[config.mk]
export PLATFORM = sky130hd
export DESIGN_NAME = hazard_ctrl_flat
export DESIGN_NICKNAME = d
export VERILOG_FILES = /design/src/rtl/hazard_ctrl_pkg.sv /design/src/rtl/hazard_ctrl_if.sv /design/src/rtl/hazard_ctrl_perf_cnt.sv /design/src/rtl/hazard_ctrl.sv /design/src/flat_wrapper.sv
export SDC_FILE = /design/constraint.sdc
export NUM_CORES = 1
export LEC_CHECK = 0
export CORE_AREA = 5 5 42 44
export CTS_BUF_LIST = sky130_fd_sc_hd__clkbuf_4 sky130_fd_sc_hd__clkbuf_8
export CTS_CLUSTER_SIZE = 30
export DETAILED_ROUTE_END_ITERATION = 6
export DIE_AREA = 0 0 47 49
export PLACE_DENSITY = 0.63
export SLEW_MARGIN = 20
export SYNTH_ARGS = -nofsm -noshare
export SYNTH_HDL_FRONTEND = slang
export SYNTH_SLANG_ARGS = --single-unit
[constraint.sdc]
create_clock -name clk_i -period 1.4 [get_ports clk_i]
set_input_delay 0.28 -clock clk_i [delete_from_list [all_inputs] [get_ports clk_i]]
set_output_delay 0.28 -clock clk_i [all_outputs]
set_load 0.01 [all_outputs]
[src/rtl/hazard_ctrl_pkg.sv]
// Shared pipeline constants: instruction opcodes, ALU op codes, hazard
// controller state encoding and source-register usage helpers.
package hazard_ctrl_pkg;

  // Opcodes shared with the main Control unit
  localparam logic [6:0] OP_R      = 7'b0110011;
  localparam logic [6:0] OP_IMM    = 7'b0010011;
  localparam logic [6:0] OP_LOAD   = 7'b0000011;
  localparam logic [6:0] OP_STORE  = 7'b0100011;
  localparam logic [6:0] OP_BRANCH = 7'b1100011;

  // ALU operation codes driven by Control
  localparam logic [1:0] ALU_OP_ADD    = 2'b00;
  localparam logic [1:0] ALU_OP_BRANCH = 2'b01;
  localparam logic [1:0] ALU_OP_FUNCT  = 2'b10;

  // Performance counter geometry
  localparam int unsigned CNT_W   = 16;
  localparam logic [15:0] CNT_MAX = 16'hFFFF;

  typedef enum logic [1:0] {
    ST_RUN    = 2'b00,
    ST_BUBBLE = 2'b01,
    ST_FREEZE = 2'b10
  } hz_state_e;

  // True when the instruction format carries a live rs1 field
  function automatic logic uses_rs1(input logic [6:0] op);
    case (op)
      OP_R, OP_IMM, OP_LOAD, OP_STORE, OP_BRANCH: uses_rs1 = 1'b1;
      default:                                    uses_rs1 = 1'b0;
    endcase
  endfunction

  // True when the instruction format carries a live rs2 field
  function automatic logic uses_rs2(input logic [6:0] op);
    case (op)
      OP_R, OP_STORE, OP_BRANCH: uses_rs2 = 1'b1;
      default:                   uses_rs2 = 1'b0;
    endcase
  endfunction

endpackage

[src/rtl/hazard_ctrl_if.sv]
// Hazard controller signal bundle. The pipeline side uses the master
// modport, the hazard controller the slave modport. Counter signals exist
// only when HAZARD_PERF_CNT_EN is defined.
interface hazard_ctrl_if;
  logic       IDEX_MemRead_i;
  logic [4:0] IDEX_Rd_i;
  logic [6:0] IFID_Opcode_i;
  logic [4:0] IFID_Rs1_i;
  logic [4:0] IFID_Rs2_i;
  logic       Branch_taken_i;
  logic       MemStall_i;
  logic       NoOp_o;
  logic       PCWrite_o;
  logic       IFIDWrite_o;
  logic       IFIDFlush_o;
  logic       Freeze_o;
`ifdef HAZARD_PERF_CNT_EN
  logic [15:0] StallCnt_o;
  logic [15:0] FlushCnt_o;
`endif

  modport master (
    output IDEX_MemRead_i, IDEX_Rd_i, IFID_Opcode_i, IFID_Rs1_i, IFID_Rs2_i,
    output Branch_taken_i, MemStall_i,
    input  NoOp_o, PCWrite_o, IFIDWrite_o, IFIDFlush_o, Freeze_o
`ifdef HAZARD_PERF_CNT_EN
    , input StallCnt_o, FlushCnt_o
`endif
  );

  modport slave (
    input  IDEX_MemRead_i, IDEX_Rd_i, IFID_Opcode_i, IFID_Rs1_i, IFID_Rs2_i,
    input  Branch_taken_i, MemStall_i,
    output NoOp_o, PCWrite_o, IFIDWrite_o, IFIDFlush_o, Freeze_o
`ifdef HAZARD_PERF_CNT_EN
    , output StallCnt_o, FlushCnt_o
`endif
  );
endinterface

[src/rtl/hazard_ctrl_perf_cnt.sv]
// 16-bit saturating event counter (module hazard_perf_cnt), used by
// hazard_ctrl only when HAZARD_PERF_CNT_EN is defined.
module hazard_perf_cnt
  import hazard_ctrl_pkg::*;
(
  input  logic             clk_i,
  input  logic             rst_i,
  input  logic             inc_i,
  output logic [CNT_W-1:0] cnt_o
);

  logic [CNT_W-1:0] cnt_d;
  logic [CNT_W-1:0] cnt_q;

  // Increment on each event, sticking at the maximum value
  always_comb begin
    cnt_d = cnt_q;
    if (inc_i && (cnt_q != CNT_MAX)) begin
      cnt_d = cnt_q + 16'd1;
    end else begin
      cnt_d = cnt_q;
    end
  end

  // Counter register with synchronous clear
  always_ff @(posedge clk_i) begin
    if (rst_i) begin
      cnt_q <= 16'd0;
    end else begin
      cnt_q <= cnt_d;
    end
  end

  assign cnt_o = cnt_q;

endmodule

[src/rtl/hazard_ctrl.sv]
// Pipeline hazard controller: load-use bubbles, taken-branch IF/ID flush
// and whole-pipeline freeze on data memory stalls. All control outputs are
// combinational from the current inputs. Define HAZARD_PERF_CNT_EN to add
// saturating stall/flush event counters.
module hazard_ctrl
  import hazard_ctrl_pkg::*;
(
  input  logic         clk_i,
  input  logic         rst_i,
  hazard_ctrl_if.slave hz
);

  hz_state_e state_d;
  hz_state_e state_q;
  logic      rs1_hit;
  logic      rs2_hit;
  logic      load_use;

  // Detect a load in EX whose destination feeds a used source of the ID
  // instruction. After a bubble the load has moved on, so a repeat bubble
  // in BUBBLE needs a fresh load (MemRead) in EX.
  always_comb begin
    rs1_hit  = uses_rs1(hz.IFID_Opcode_i) && (hz.IFID_Rs1_i == hz.IDEX_Rd_i);
    rs2_hit  = uses_rs2(hz.IFID_Opcode_i) && (hz.IFID_Rs2_i == hz.IDEX_Rd_i);
    load_use = hz.IDEX_MemRead_i && (hz.IDEX_Rd_i != 5'd0) && (rs1_hit || rs2_hit)
               && ((state_q != ST_BUBBLE) || hz.IDEX_MemRead_i);
  end

  // Prioritised hazard resolution: reset, memory stall, load-use, branch
  always_comb begin
    state_d        = ST_RUN;
    hz.NoOp_o      = 1'b0;
    hz.PCWrite_o   = 1'b1;
    hz.IFIDWrite_o = 1'b1;
    hz.IFIDFlush_o = 1'b0;
    hz.Freeze_o    = 1'b0;
    if (rst_i) begin
      hz.NoOp_o      = 1'b1;
      hz.PCWrite_o   = 1'b0;
      hz.IFIDWrite_o = 1'b0;
      state_d        = ST_RUN;
    end else if (hz.MemStall_i) begin
      hz.Freeze_o    = 1'b1;
      hz.PCWrite_o   = 1'b0;
      hz.IFIDWrite_o = 1'b0;
      state_d        = ST_FREEZE;
    end else if (load_use) begin
      // A coincident taken branch is dropped; the held ID instruction
      // resolves it again next cycle.
      hz.NoOp_o      = 1'b1;
      hz.PCWrite_o   = 1'b0;
      hz.IFIDWrite_o = 1'b0;
      state_d        = ST_BUBBLE;
    end else if (hz.Branch_taken_i) begin
      hz.IFIDFlush_o = 1'b1;
      state_d        = ST_RUN;
    end else begin
      state_d        = ST_RUN;
    end
  end

  // State register with synchronous reset
  always_ff @(posedge clk_i) begin
    if (rst_i) begin
      state_q <= ST_RUN;
    end else begin
      state_q <= state_d;
    end
  end

`ifdef HAZARD_PERF_CNT_EN
  logic stall_ev;
  logic flush_ev;

  // Event strobes for the performance counters
  always_comb begin
    stall_ev = hz.NoOp_o || hz.Freeze_o;
    flush_ev = hz.IFIDFlush_o;
  end

  hazard_perf_cnt u_stall_cnt (
    .clk_i (clk_i),
    .rst_i (rst_i),
    .inc_i (stall_ev),
    .cnt_o (hz.StallCnt_o)
  );

  hazard_perf_cnt u_flush_cnt (
    .clk_i (clk_i),
    .rst_i (rst_i),
    .inc_i (flush_ev),
    .cnt_o (hz.FlushCnt_o)
  );
`endif

endmodule
[src/flat_wrapper.sv]
// flat-port wrapper written by rule: the top's interface ports become plain ports
module hazard_ctrl_flat import hazard_ctrl_pkg::*;
  (clk_i, rst_i, hz_IDEX_MemRead_i, hz_IDEX_Rd_i, hz_IFID_Opcode_i, hz_IFID_Rs1_i, hz_IFID_Rs2_i, hz_Branch_taken_i, hz_MemStall_i, hz_NoOp_o, hz_PCWrite_o, hz_IFIDWrite_o, hz_IFIDFlush_o, hz_Freeze_o);
  hazard_ctrl_if hz_i ();
  input  logic clk_i;
  input  logic rst_i;
  input wire logic [$bits(hz_i.IDEX_MemRead_i)-1:0] hz_IDEX_MemRead_i;
  input wire logic [$bits(hz_i.IDEX_Rd_i)-1:0] hz_IDEX_Rd_i;
  input wire logic [$bits(hz_i.IFID_Opcode_i)-1:0] hz_IFID_Opcode_i;
  input wire logic [$bits(hz_i.IFID_Rs1_i)-1:0] hz_IFID_Rs1_i;
  input wire logic [$bits(hz_i.IFID_Rs2_i)-1:0] hz_IFID_Rs2_i;
  input wire logic [$bits(hz_i.Branch_taken_i)-1:0] hz_Branch_taken_i;
  input wire logic [$bits(hz_i.MemStall_i)-1:0] hz_MemStall_i;
  output wire logic [$bits(hz_i.NoOp_o)-1:0] hz_NoOp_o;
  output wire logic [$bits(hz_i.PCWrite_o)-1:0] hz_PCWrite_o;
  output wire logic [$bits(hz_i.IFIDWrite_o)-1:0] hz_IFIDWrite_o;
  output wire logic [$bits(hz_i.IFIDFlush_o)-1:0] hz_IFIDFlush_o;
  output wire logic [$bits(hz_i.Freeze_o)-1:0] hz_Freeze_o;
  assign hz_i.IDEX_MemRead_i = hz_IDEX_MemRead_i;
  assign hz_i.IDEX_Rd_i = hz_IDEX_Rd_i;
  assign hz_i.IFID_Opcode_i = hz_IFID_Opcode_i;
  assign hz_i.IFID_Rs1_i = hz_IFID_Rs1_i;
  assign hz_i.IFID_Rs2_i = hz_IFID_Rs2_i;
  assign hz_i.Branch_taken_i = hz_Branch_taken_i;
  assign hz_i.MemStall_i = hz_MemStall_i;
  assign hz_NoOp_o = hz_i.NoOp_o;
  assign hz_PCWrite_o = hz_i.PCWrite_o;
  assign hz_IFIDWrite_o = hz_i.IFIDWrite_o;
  assign hz_IFIDFlush_o = hz_i.IFIDFlush_o;
  assign hz_Freeze_o = hz_i.Freeze_o;
  hazard_ctrl u_core (.clk_i(clk_i), .rst_i(rst_i), .hz(hz_i));
endmodule
==> summary.md <==
| Metric | Value |
|---|---|
| Failing checks | `setup timing` |
| Post-Syn Area | `195 um2` |
| Fill cell count | `161` |
| CP Capture Type | `output port` |
| Status | `finished with violations` |
| Sw Ratio | `36.6%` |
| DRT Pass-1 Iters | `1` |
| Max_cap viols | `0` |
| Top cell type's share of synthesized area | `44.9%` |
| Post-synthesis sequential area ratio | `0%` |
| Clkbuf count | `0` |
| GR Overflow Total | `0` |
| Max VDD drop | `0.0968 mV` |
| Mean Syn Cell Area | `6.51 um2` |
| Kind of critical path | `input pin to output port` |
| Core footprint | `1400 um2` |
| GRT Overall Usage | `6.89%` |
| Share of total power in sequential cells | `0%` |
| Netlist cell types | `14` |
| Slew @ Worst Pin | `205 ps` |
| Register Area | `0 um2` |
| Routed via count | `340` |
| Min-Delay Endpoint | `hz_IFIDFlush_o` |
| Critical path launch point type | `input pin` |
| Switch Pwr | `54.7 uW` |
| Diodes inserted | `0` |
| RSZ-0062 raised after global routing | `yes` |
| Period utilization | `119%` |
| Cell Rows | `14` |
| Multi-input logic area | `239 um2` |
| Endpoints failing hold | `0` |
| Remaining antenna violation count | `0` |
| Final Setup Violations | `4` |
| Syn_nets | `57` |
| Arr. time, crit path | `1390 ps` |
| Syn-to-layout area delta | `194%` |
| DRT iter0 DRCs | `0` |
| Vias/cell | `4.15` |
| Share of post-route cells with drive strength above 1 | `39.4%` |
| Initial antenna violation count | `0` |
| Internal power | `94.8 uW` |
| Top cells by area, synth | `xnor2_1 (45%), a21boi_0 (7.7%), nor2_1 (7.7%), nand4_1 (6.4%), a31o_1 (4.5%)` |
| Post-Synthesis Cells | `30` |
| Number of port buffers | `31` |
| Commonest non-fill, non-tap cell in the layout | `dlygate4sd2_1` |
| DRC Markers | `0` |
| Leak | `0.000272 uW` |
| Logic gate share of total power | `100.0%` |
| Max Slew Vio Count | `0` |
| I/O pin cnt | `32` |
| Crit-path max FO | `3` |
| Routed WL | `833 um` |
| Hold Startpoint | `hz_IDEX_Rd_i[4]` |
| Initial Util | `13.9%` |
| P per Cell Area | `260 nW/um2` |
| Placer Congestion | `0.651` |
| Die Area | `2300 um2` |
| Final Non-Filler Cells | `82` |
| Number of global-route vias before repair | `332` |
| First-pass GRT wire length | `1290 um` |
| Die W | `47 um` |
| Overall power | `149 uW` |
| Die Height | `49 um` |
| Worst slew margin | `86.3%` |
| WHS Path Cells | `5` |
| Synth warn | `0` |
| WL/cell | `10.2 um` |
| Clock power frac | `0%` |
| Final min period | `1670 ps` |
| Required @ worst endpoint | `1120 ps` |
| Placed cells | `81` |
| Pin count of the biggest net entering global routing | `4` |
| Cell taking the most area after synthesis | `xnor2_1` |
| Nets | `95` |
| Most frequent cells in the layout | `dlygate4sd2_1 (12), xnor2_1 (8), buf_2 (7)` |
| Worst hold path type | `input pin to output port` |
| Fmax | `599 MHz` |
| Seq cells | `0` |
| Final worst slack | `-268 ps` |
[per-layer routing]
metal	routed length [um]	GRT usage, %
met4	0	0
met1	329	9.17
met3	148	1.48
met2	355	11.8
met5	0	0
[power groups by stage]
| stage | Combinational, uW | Clock (uW) | Sequential (uW) |
|---|---|---|---|
| after floorplan | 47.8 | 0 | 0 |
| after global placement | 156 | 0 | 0 |
| after detailed placement | 156 | 0 | 0 |
| after CTS | 138 | 0 | 0 |
| after global routing | 164 | 0 | 0 |
| final | 149 | 0 | 0 |
[cells in the mapped netlist]
| master | number |
|---|---|
| inv_1 | 2 |
| nor3_1 | 1 |
| nand2_1 | 2 |
| buf_4 | 1 |
| or4_1 | 1 |
| nand4_1 | 2 |
| o21ai_0 | 1 |
| o22ai_1 | 1 |
| a31o_1 | 1 |
| xnor2_1 | 10 |
| nor2_1 | 4 |
| a21boi_0 | 2 |
| nand3_1 | 1 |
| a21oi_1 | 1 |
[final cells by class]
class / instances / share of cell area, %
repair buffers: 37 / 53.6
well taps: 16 / 3.49
inverters: 2 / 1.31
multi-input cells: 27 / 41.6
[worst max-delay path by stage]
stage,start,end,cells past startpoint
6_report,hz_IDEX_Rd_i[2],hz_NoOp_o,6
5_1_grt,hz_IDEX_Rd_i[2],hz_NoOp_o,6
4_1_cts,hz_IDEX_Rd_i[2],hz_PCWrite_o,6
3_5_place_dp,hz_IDEX_Rd_i[0],hz_PCWrite_o,6
3_3_place_gp,hz_IDEX_Rd_i[0],hz_IFIDFlush_o,6
2_1_floorplan,hz_IDEX_Rd_i[0],hz_PCWrite_o,5
[cell families (layout without fill, tap and decap cells)]
| group | after synthesis | after routing | synth area share, % |
|---|---|---|---|
| buffers and inverters | 3 | 39 | 7.70 |
| AO/OA/AOI/OAI | 6 | 6 | 20.5 |
| AND/OR/NAND/NOR | 11 | 11 | 26.9 |
| XOR/XNOR | 10 | 10 | 44.9 |
[what timing repair did]
action	in CTS	in global routing
hold buffers	0	0
resized for setup	61	13
buffers inserted	0	1
pin swaps	20	12
endpoints found under the setup margin	5	4
gates cloned	0	0
endpoints found under the hold margin	0	0
[metrics by stage]
step | setup slack [ps] | util [%] | instance area, um2 | hold WS (ps) | TNS (ps)
3_5_place_dp | -1040 | 39.9 | 559 | 1520 | -4460
2_1_floorplan | -175 | - | 199 | 608 | -352
6_report | -268 | 41.0 | 574 | 1120 | -966
3_3_place_gp | -1010 | 39.9 | 559 | 1520 | -4340
5_1_grt | -314 | 41.0 | 574 | 1200 | -1210
4_1_cts | -297 | 37.8 | 529 | 1170 | -1150
[critical path: stages]
cell,delay (ps)
buf_6,90
or4_4,530
nor2_4,120
nor3_4,60
a31o_1,170
buf_2,130
Note: power is estimated with default switching activity, not from simulation.
